[src/rtl/alpha_blend_pkg.sv]
// Shared constants for the LED-path alpha compositor.
// Mode encodings travel with each pixel through the pipe.
package alpha_blend_pkg;

    localparam int MODE_W = 2;

    typedef logic [MODE_W-1:0] mode_t;

    localparam mode_t MODE_BLEND    = 2'd0;
    localparam mode_t MODE_ADD_SAT  = 2'd1;
    localparam mode_t MODE_MUL      = 2'd2;
    localparam mode_t MODE_PASS_BOT = 2'd3;

endpackage

[src/rtl/alpha_blend_pipe_channel.sv]
// One colour channel: stage-1 products and stage-2 combine/round/saturate.
// Purely combinational; the registers between the halves live in the top.
module blend_channel
    import alpha_blend_pkg::*;
#(
    parameter int CH_W = 8
) (
    input  logic [CH_W-1:0]   top,
    input  logic [CH_W-1:0]   bot,
    input  logic [CH_W-1:0]   alpha,
    output logic [2*CH_W-1:0] prod_ta,
    output logic [2*CH_W-1:0] prod_bma,
    output logic [2*CH_W-1:0] prod_tb,
    input  logic [2*CH_W-1:0] s1_ta,
    input  logic [2*CH_W-1:0] s1_bma,
    input  logic [2*CH_W-1:0] s1_tb,
    input  logic [CH_W-1:0]   s1_bot,
    input  mode_t             s1_mode,
    output logic [CH_W-1:0]   result
);

    localparam logic [CH_W-1:0] MAXV = '1;
    localparam logic [CH_W:0]   ZPAD = '0;

    logic [CH_W-1:0]   inv_alpha;
    logic [2*CH_W:0]   blend_sum;
    logic [2*CH_W:0]   ta_round;
    logic [2*CH_W:0]   tb_round;
    logic [CH_W:0]     add_sum;
    logic [CH_W-1:0]   add_sat;
    logic              unused_bits;

    assign inv_alpha = MAXV - alpha;
    assign prod_ta   = {{CH_W{1'b0}}, top} * {{CH_W{1'b0}}, alpha};
    assign prod_bma  = {{CH_W{1'b0}}, bot} * {{CH_W{1'b0}}, inv_alpha};
    assign prod_tb   = {{CH_W{1'b0}}, top} * {{CH_W{1'b0}}, bot};

    // Adding M before the shift makes alpha=M return top exactly and alpha=0 return bot.
    assign blend_sum = {1'b0, s1_ta} + {1'b0, s1_bma} + {ZPAD[CH_W-1:0], 1'b0, MAXV};
    assign ta_round  = {1'b0, s1_ta} + {ZPAD[CH_W-1:0], 1'b0, MAXV};
    assign tb_round  = {1'b0, s1_tb} + {ZPAD[CH_W-1:0], 1'b0, MAXV};
    assign add_sum   = {1'b0, s1_bot} + {1'b0, ta_round[2*CH_W-1:CH_W]};
    assign add_sat   = add_sum[CH_W] ? MAXV : add_sum[CH_W-1:0];

    // Every rounded sum is bounded by M*(M+1), so the top bit and low half are never needed.
    assign unused_bits = ^{blend_sum[2*CH_W], blend_sum[CH_W-1:0],
                           ta_round[2*CH_W], ta_round[CH_W-1:0],
                           tb_round[2*CH_W], tb_round[CH_W-1:0]};

    always_comb begin
        result = s1_bot;
        case (s1_mode)
            MODE_BLEND:   result = blend_sum[2*CH_W-1:CH_W];
            MODE_ADD_SAT: result = add_sat;
            MODE_MUL:     result = tb_round[2*CH_W-1:CH_W];
            default:      result = s1_bot;
        endcase
    end

endmodule

[src/rtl/alpha_blend_pipe.sv]
// Two-stage alpha compositor, one pixel per clock with valid/ready backpressure.
// The whole pipe advances or holds as one, so in_ready depends only on the output side.
module alpha_blend_pipe
    import alpha_blend_pkg::*;
#(
    parameter int CH_W    = 8,
    parameter int NUM_CH  = 3,
    parameter int ALPHA_W = CH_W
) (
    input  logic                   clk,
    input  logic                   rst_n,
    input  logic                   in_valid,
    output logic                   in_ready,
    input  logic [NUM_CH*CH_W-1:0] color_top,
    input  logic [NUM_CH*CH_W-1:0] color_bot,
    input  logic [ALPHA_W-1:0]     alpha,
    input  logic [MODE_W-1:0]      mode,
    output logic                   out_valid,
    input  logic                   out_ready,
    output logic [NUM_CH*CH_W-1:0] color_out
);

    localparam int PW    = 2*CH_W;
    localparam int PIX_W = NUM_CH*CH_W;

    logic              advance;
    logic              s1_valid;
    mode_t             s1_mode;
    logic [PIX_W-1:0]  s1_bot;
    logic [PIX_W-1:0]  result;
    logic [NUM_CH*PW-1:0] prod_ta, prod_bma, prod_tb;
    logic [NUM_CH*PW-1:0] s1_ta, s1_bma, s1_tb;

    assign advance  = !(out_valid && !out_ready);
    assign in_ready = advance;

    for (genvar c = 0; c < NUM_CH; c++) begin : g_ch
        blend_channel #(.CH_W(CH_W)) u_ch (
            .top      (color_top[c*CH_W +: CH_W]),
            .bot      (color_bot[c*CH_W +: CH_W]),
            .alpha    (alpha),
            .prod_ta  (prod_ta[c*PW +: PW]),
            .prod_bma (prod_bma[c*PW +: PW]),
            .prod_tb  (prod_tb[c*PW +: PW]),
            .s1_ta    (s1_ta[c*PW +: PW]),
            .s1_bma   (s1_bma[c*PW +: PW]),
            .s1_tb    (s1_tb[c*PW +: PW]),
            .s1_bot   (s1_bot[c*CH_W +: CH_W]),
            .s1_mode  (s1_mode),
            .result   (result[c*CH_W +: CH_W])
        );
    end

    // Data registers only load on a valid beat, so bubbles leave color_out untouched.
    always_ff @(posedge clk or negedge rst_n) begin
        if (!rst_n) begin
            s1_valid  <= 1'b0;
            s1_mode   <= MODE_BLEND;
            s1_bot    <= '0;
            s1_ta     <= '0;
            s1_bma    <= '0;
            s1_tb     <= '0;
            out_valid <= 1'b0;
            color_out <= '0;
        end else if (advance) begin
            s1_valid  <= in_valid;
            out_valid <= s1_valid;
            if (in_valid) begin
                s1_mode <= mode;
                s1_bot  <= color_bot;
                s1_ta   <= prod_ta;
                s1_bma  <= prod_bma;
                s1_tb   <= prod_tb;
            end
            if (s1_valid) begin
                color_out <= result;
            end
        end
    end

endmodule

[config.mk]
export PLATFORM = sky130hd
export DESIGN_NAME = alpha_blend_pipe
export DESIGN_NICKNAME = d
export VERILOG_FILES = /design/src/rtl/alpha_blend_pkg.sv /design/src/rtl/alpha_blend_pipe_channel.sv /design/src/rtl/alpha_blend_pipe.sv
export SDC_FILE = /design/constraint.sdc
export NUM_CORES = 2
export LEC_CHECK = 0
export ABC_AREA = 1
export BUFFER_PORTS_ARGS = -buffer_cell sky130_fd_sc_hd__buf_2
export CAP_MARGIN = 20
export CORE_ASPECT_RATIO = 0.6
export CORE_UTILIZATION = 45
export DETAILED_ROUTE_END_ITERATION = 16
export GPL_TIMING_DRIVEN = 0
export MAX_ROUTING_LAYER = met4
export PLACE_DENSITY = 0.61
export SKIP_CTS_REPAIR_TIMING = 1
export SLEW_MARGIN = 25
export SYNTH_ARGS = -nofsm -noshare
export SYNTH_HDL_FRONTEND = slang
export SYNTH_SLANG_ARGS = --single-unit
[constraint.sdc]
create_clock -name clk -period 3.4 [get_ports clk]
set_input_delay 0.34 -clock clk [delete_from_list [all_inputs] [get_ports clk]]
set_output_delay 0.34 -clock clk [all_outputs]
set_load 0.02 [all_outputs]
After elaboration in Yosys (flattened, before gate mapping)

Index checks and enable logic that the tools add are counted.

Add/sub/neg operators: 16
Multipliers: 9
Div/mod/pow operators: 0
$lt $le $gt $ge: 0
Eq/ne operators: 2
Shifts and indexed selects: 0
Muxes and demuxes: 6
Bitwise gates (word level): 1
Reduce and logical (&&, ||, !) cells: 6

Operators by type and width:

| cell                                           | number |
|---|---|
| adder 16 x 8 -> 16 bit (second input constant) | 9 |
| multiplier 8 x 8 -> 16 bit                     | 9 |
| case mux 8 bit (3 select lines)                | 3 |
| adder 16 bit                                   | 3 |
| adder 8 x 8 -> 9 bit                           | 3 |
| 2-to-1 mux 8 bit                               | 3 |
| subtractor 8 bit (first input constant)        | 1 |
| AND reduction 2 bit                            | 2 |
| == test 2 x 1 -> 1 bit (second input constant) | 1 |
| == test 2 bit (second input constant)          | 1 |
| logical NOT 1 bit                              | 2 |
| logical NOT 2 bit                              | 1 |
| logical AND 1 bit                              | 1 |
| inverter 1 bit                                 | 1 |

Flip-flop bits (word level): 196
Latch bits: 0
Bits in writable memories: 0
Memory bits (read-only): 0
Input bits: 62
Output and inout port bits: 26
Word-level logic and storage cells: 48
Memories kept: 0

Logic depth before layout (Yosys ltp)

Depth after elaboration: 4
Depth in mapped cells: 24
Gate-level depth less buffers: 24

Hierarchy

Synthesis repeated with hierarchy kept, for this count alone.

Cells, all modules: 4789
Area total of the unflattened synthesis: 33489.6 um^2

By module, submodules not included:

| module                        | times used | cells each | area an instance (um^2) | seq. area each (um^2) |
|---|---|---|---|---|
| blend_channel at g_ch[0].u_ch | 1          | 1326       | 8662.1                  | 0.0 |
| blend_channel at g_ch[2].u_ch | 1          | 1323       | 8637.0                  | 0.0 |
| blend_channel at g_ch[1].u_ch | 1          | 1292       | 8515.7                  | 0.0 |
| alpha_blend_pipe              | 1          | 848        | 7674.9                  | 4904.7 |

Worst setup path before layout

Ideal clock, no wire load.

Kind: input -> register
From: input port alpha[2]
To: register s1_ta[28]
Arrival: 4189 ps
Path slack: -905 ps
Cell stages on the path: 18
Cell sequence: clkbuf_1 > buf_1 > nand2_1 > fa_1 > fa_1 > inv_1 > fa_1 > inv_1 > fa_1 > inv_1 > ha_1 > a21oi_1 > or2_2 > nand3_1 > a21oi_1 > xor2_1 > nand2_1 > nand2_1

Longest elaborated chain between the ends: 1

Ends and longest elaborated chain:

| element                    | RTL line                       | text |
|---|---|---|
| from (decl)                | alpha_blend_pipe.sv:16         | `input logic [ALPHA_W-1:0] alpha,` |
| multiplier 8 x 8 -> 16 bit | alpha_blend_pipe_channel.sv:34 | `assign prod_ta = {{CH_W{1'b0}}, top} * {{CH_W{1'b0}}, alpha};` |
| to (signal assigned)       | alpha_blend_pipe.sv:71         | `s1_ta <= prod_ta;` |
| to (decl)                  | alpha_blend_pipe.sv:32         | `logic [NUM_CH*PW-1:0] s1_ta, s1_bma, s1_tb;` |

Every way passes these cells.
A chain may end at the register's enable or synchronous reset.

Worst setup path in the final report

From: input port alpha[3]
To: register s1_ta[44]

Same word-level chain as after synthesis.

==> flow_summary.yaml <==
power_and_ir_drop:
  vdd_drop_max_uv: 500
  total_leakage_power_uw: 0.0230
  power_density_mw_per_mm2: 738
run:
  drv_cap: 0
sta:
  rsz0062_at_grt: "yes"
  final.setup.tns_ns: -13.62
  setup_viol_count_final: 69
  fmax_mhz: 262
  post-route-period-util: 1.12
  hold_slack_ns: 0.0839
  skew_ns: 0.0177
  slew_headroom: 0.254
  period_needed_ns: 3.81
  finalMaxSlewViolations: 0
  fin_ws_ns: -0.414
  tightest_slew_ns: 1.12
  hold_viol_final: 0
clocking:
  htree_levels: 4
  clk_latency_ns: 0.49
  cts_tree: "done"
  cts_buffers: 17
  cts_sinks: 196
  cts_buffer_depth: 2
  clkTransAtPathRegs_ns: 0.08
  cts_root_buffer: "clkbuf_16"
die:
  die_w_um: 348
  dieArea_mm2: 0.0729
  start_util: 0.458
  die_height_um: 210
  boundaryPins: 88
  fp-row-count: 75
  core_mm2: 0.0705
yosys:
  synth_seq_area_share: 0.152
  synth_area_mm2: 0.0323
  async_reset_ff_frac: 1.00
  synth_cell_types: 43
  yosys_warnings: 0
  syn-num-nets: 5434
  synth-edff-count: 0
  syn-mean-instance-area_um2: 7.00
  yosys_most_used_dff: "dfrtp_1"
  synthCells: 4616
  synth-seq-cells: 196
grt:
  use_met2: 0.456
  grt.met3_usage: 0.0802
  grt_antenna_before_repair: 1
  grt_max_degree: 91
  grt-busiest-layer: "met2"
  grt_pass1_wl_um: 170000
  grt_usage: 0.319
  gr-total-overflow: 0
  grt_pass1_vias: 28704
  gr-usage-met1: 0.452
placed_design:
  dp_hpwl_um: 89400
  numPortBuffers: 43
  dp_slack_ns: -1.47
  globalplace.congestion: 0.965
  place_area_mm2: 0.0355
routing:
  wl_um: 113000
  vias: 29897
  first_iter_violations: 2490
  wl_per_cell_um: 19.4
  firstDrtPassIters: 6
  ant_nets: 0
  drc_errors: 0
  vias_per_cell: 5.14
worst_setup_path:
  critPathKind: "in -> reg"
  reg2reg_slack_ns: 0.22
  endpoint_kind: "flip-flop"
  crit_fanout: 6
  required_ns: 3.83
  cp-start-kind: "input pin"
  critPathArrivalTime_ns: 4.24
status:
  violations: "negative setup slack"
  status: "finished, violations left"
finish:
  fin_util: 0.563
  fin_area_mm2: 0.0397
  fin_nets: 5655
  area_growth_pct: 22.9
  fill_cells: 6636
  drive_gt1_frac: 0.191
hold_path:
  hold_class: "in -> reg"
==> sequential cells by signal, indices dropped and copies added (netlist names) <==
register,count
color_out,24
s1_valid,1
s1_ta,48
out_valid,1
s1_mode,2
s1_tb,48
s1_bma,48
s1_bot,24
==> cells by family after synthesis <==
logic type | synth area share
and+or+nand+nor | 0.237
buffers and inverters | 0.148
adders and majority gates | 0.369
AOI/OAI and AO/OA | 0.0681
DFF | 0.152
xor gates and xnor gates | 0.0252
==> synthesized netlist by cell type, drive strengths merged, types with 14 or more instances <==
master  number  area, µm²
ha         429       5370
o21ai      169        850
a21o        14        105
fa         327       6550
nor2       373       1450
or2         23        144
xnor2       28        245
o22ai       19        119
buf         54        249
nor3        24        125
clkbuf     105        394
o21bai      15        113
a21oi      181        925
nand4       22        138
nand2     1242       4690
inv       1103       4140
xor2        65        569
nand3      193        983
dfrtp      196       4900
==> layout make-up <==
class                           instances  area (µm²)  share of cell area
Antenna cell                            3        7.51            0.000189
Buffer                                158        1830              0.0462
Clock buffer                           20         447              0.0113
Clock inverter                         11         170             0.00429
Inverter                             1106        4240               0.107
Multi-Input combinational cell       3155       25000               0.630
Sequential cell                       196        4900               0.124
Tap cell                              962        1200              0.0303
Timing Repair Buffer                  203        1870              0.0472
==> routing by layer <==
layer,share of wire,vias up
li1,-,14275
met1,0.46,14383
met2,0.41,1122
met3,0.11,117
met4,0.023,0
met5,0,-
==> metrics by stage <==
| stage | power [µW] | cells |
|---|---|---|
| global route | 32100 | 5811 |
| detailed placement | 23600 | 5623 |
| CTS | 26100 | 5654 |
| floorplan | 18500 | 4616 |
| finish | 29300 | 5814 |
| global placement | 23500 | 5621 |
==> placed cells by master (no fill, tap or decap), types with 35 or more instances in the layout <==
cell	n
inv_1	995
buf_8	35
o21ai_1	43
ha_1	376
dfrtp_1	196
a21oi_1	93
nand2_1	1122
o21ai_0	105
nor2_1	313
nand2_2	84
xor2_1	54
buf_4	124
nor2_2	36
a21oi_2	67
nand3_1	161
ha_4	48
fa_1	310
inv_2	89
nand2_4	36
buf_2	74
==> worst max-delay path, stage by stage <==
cell and delay (ns):
clkbuf_16 0.16, buf_12 0.14, nand2_1 0.05, inv_1 0.05, fa_1 0.50, inv_1 0.05
fa_1 0.56, inv_2 0.05, fa_1 0.52, inv_2 0.04, fa_1 0.49, inv_2 0.05
ha_4 0.24, a21oi_2 0.11, o21a_1 0.13, nand2_2 0.09, a21oi_2 0.15, xor2_1 0.23
nand2_1 0.17, nand2_1 0.11
==> path summary, 6_finish.rpt <==
path,startpoint,endpoint,depth (start not counted)
worst max-delay path,alpha[3],s1_ta[44],20
worst min-delay path,mode[0],s1_mode[0],3
worst max register to register,s1_ta[23],color_out[14],18
worst min register to register,color_out[18],color_out[18],2
max in group asynchronous,rst_n,s1_ta[33],4
min in group asynchronous,rst_n,s1_tb[4],2
==> where the power goes <==
part           internal [µW]  total [µW]  leakage, µW  switching (µW)
registers               3200        3890      0.00244             695
clock network           1250        2310     0.000305            1060
logic                   9260       23100       0.0203           13900
total                  13700       29300       0.0230           15600
No activity file was read; power rests on OpenSTA's default activity.
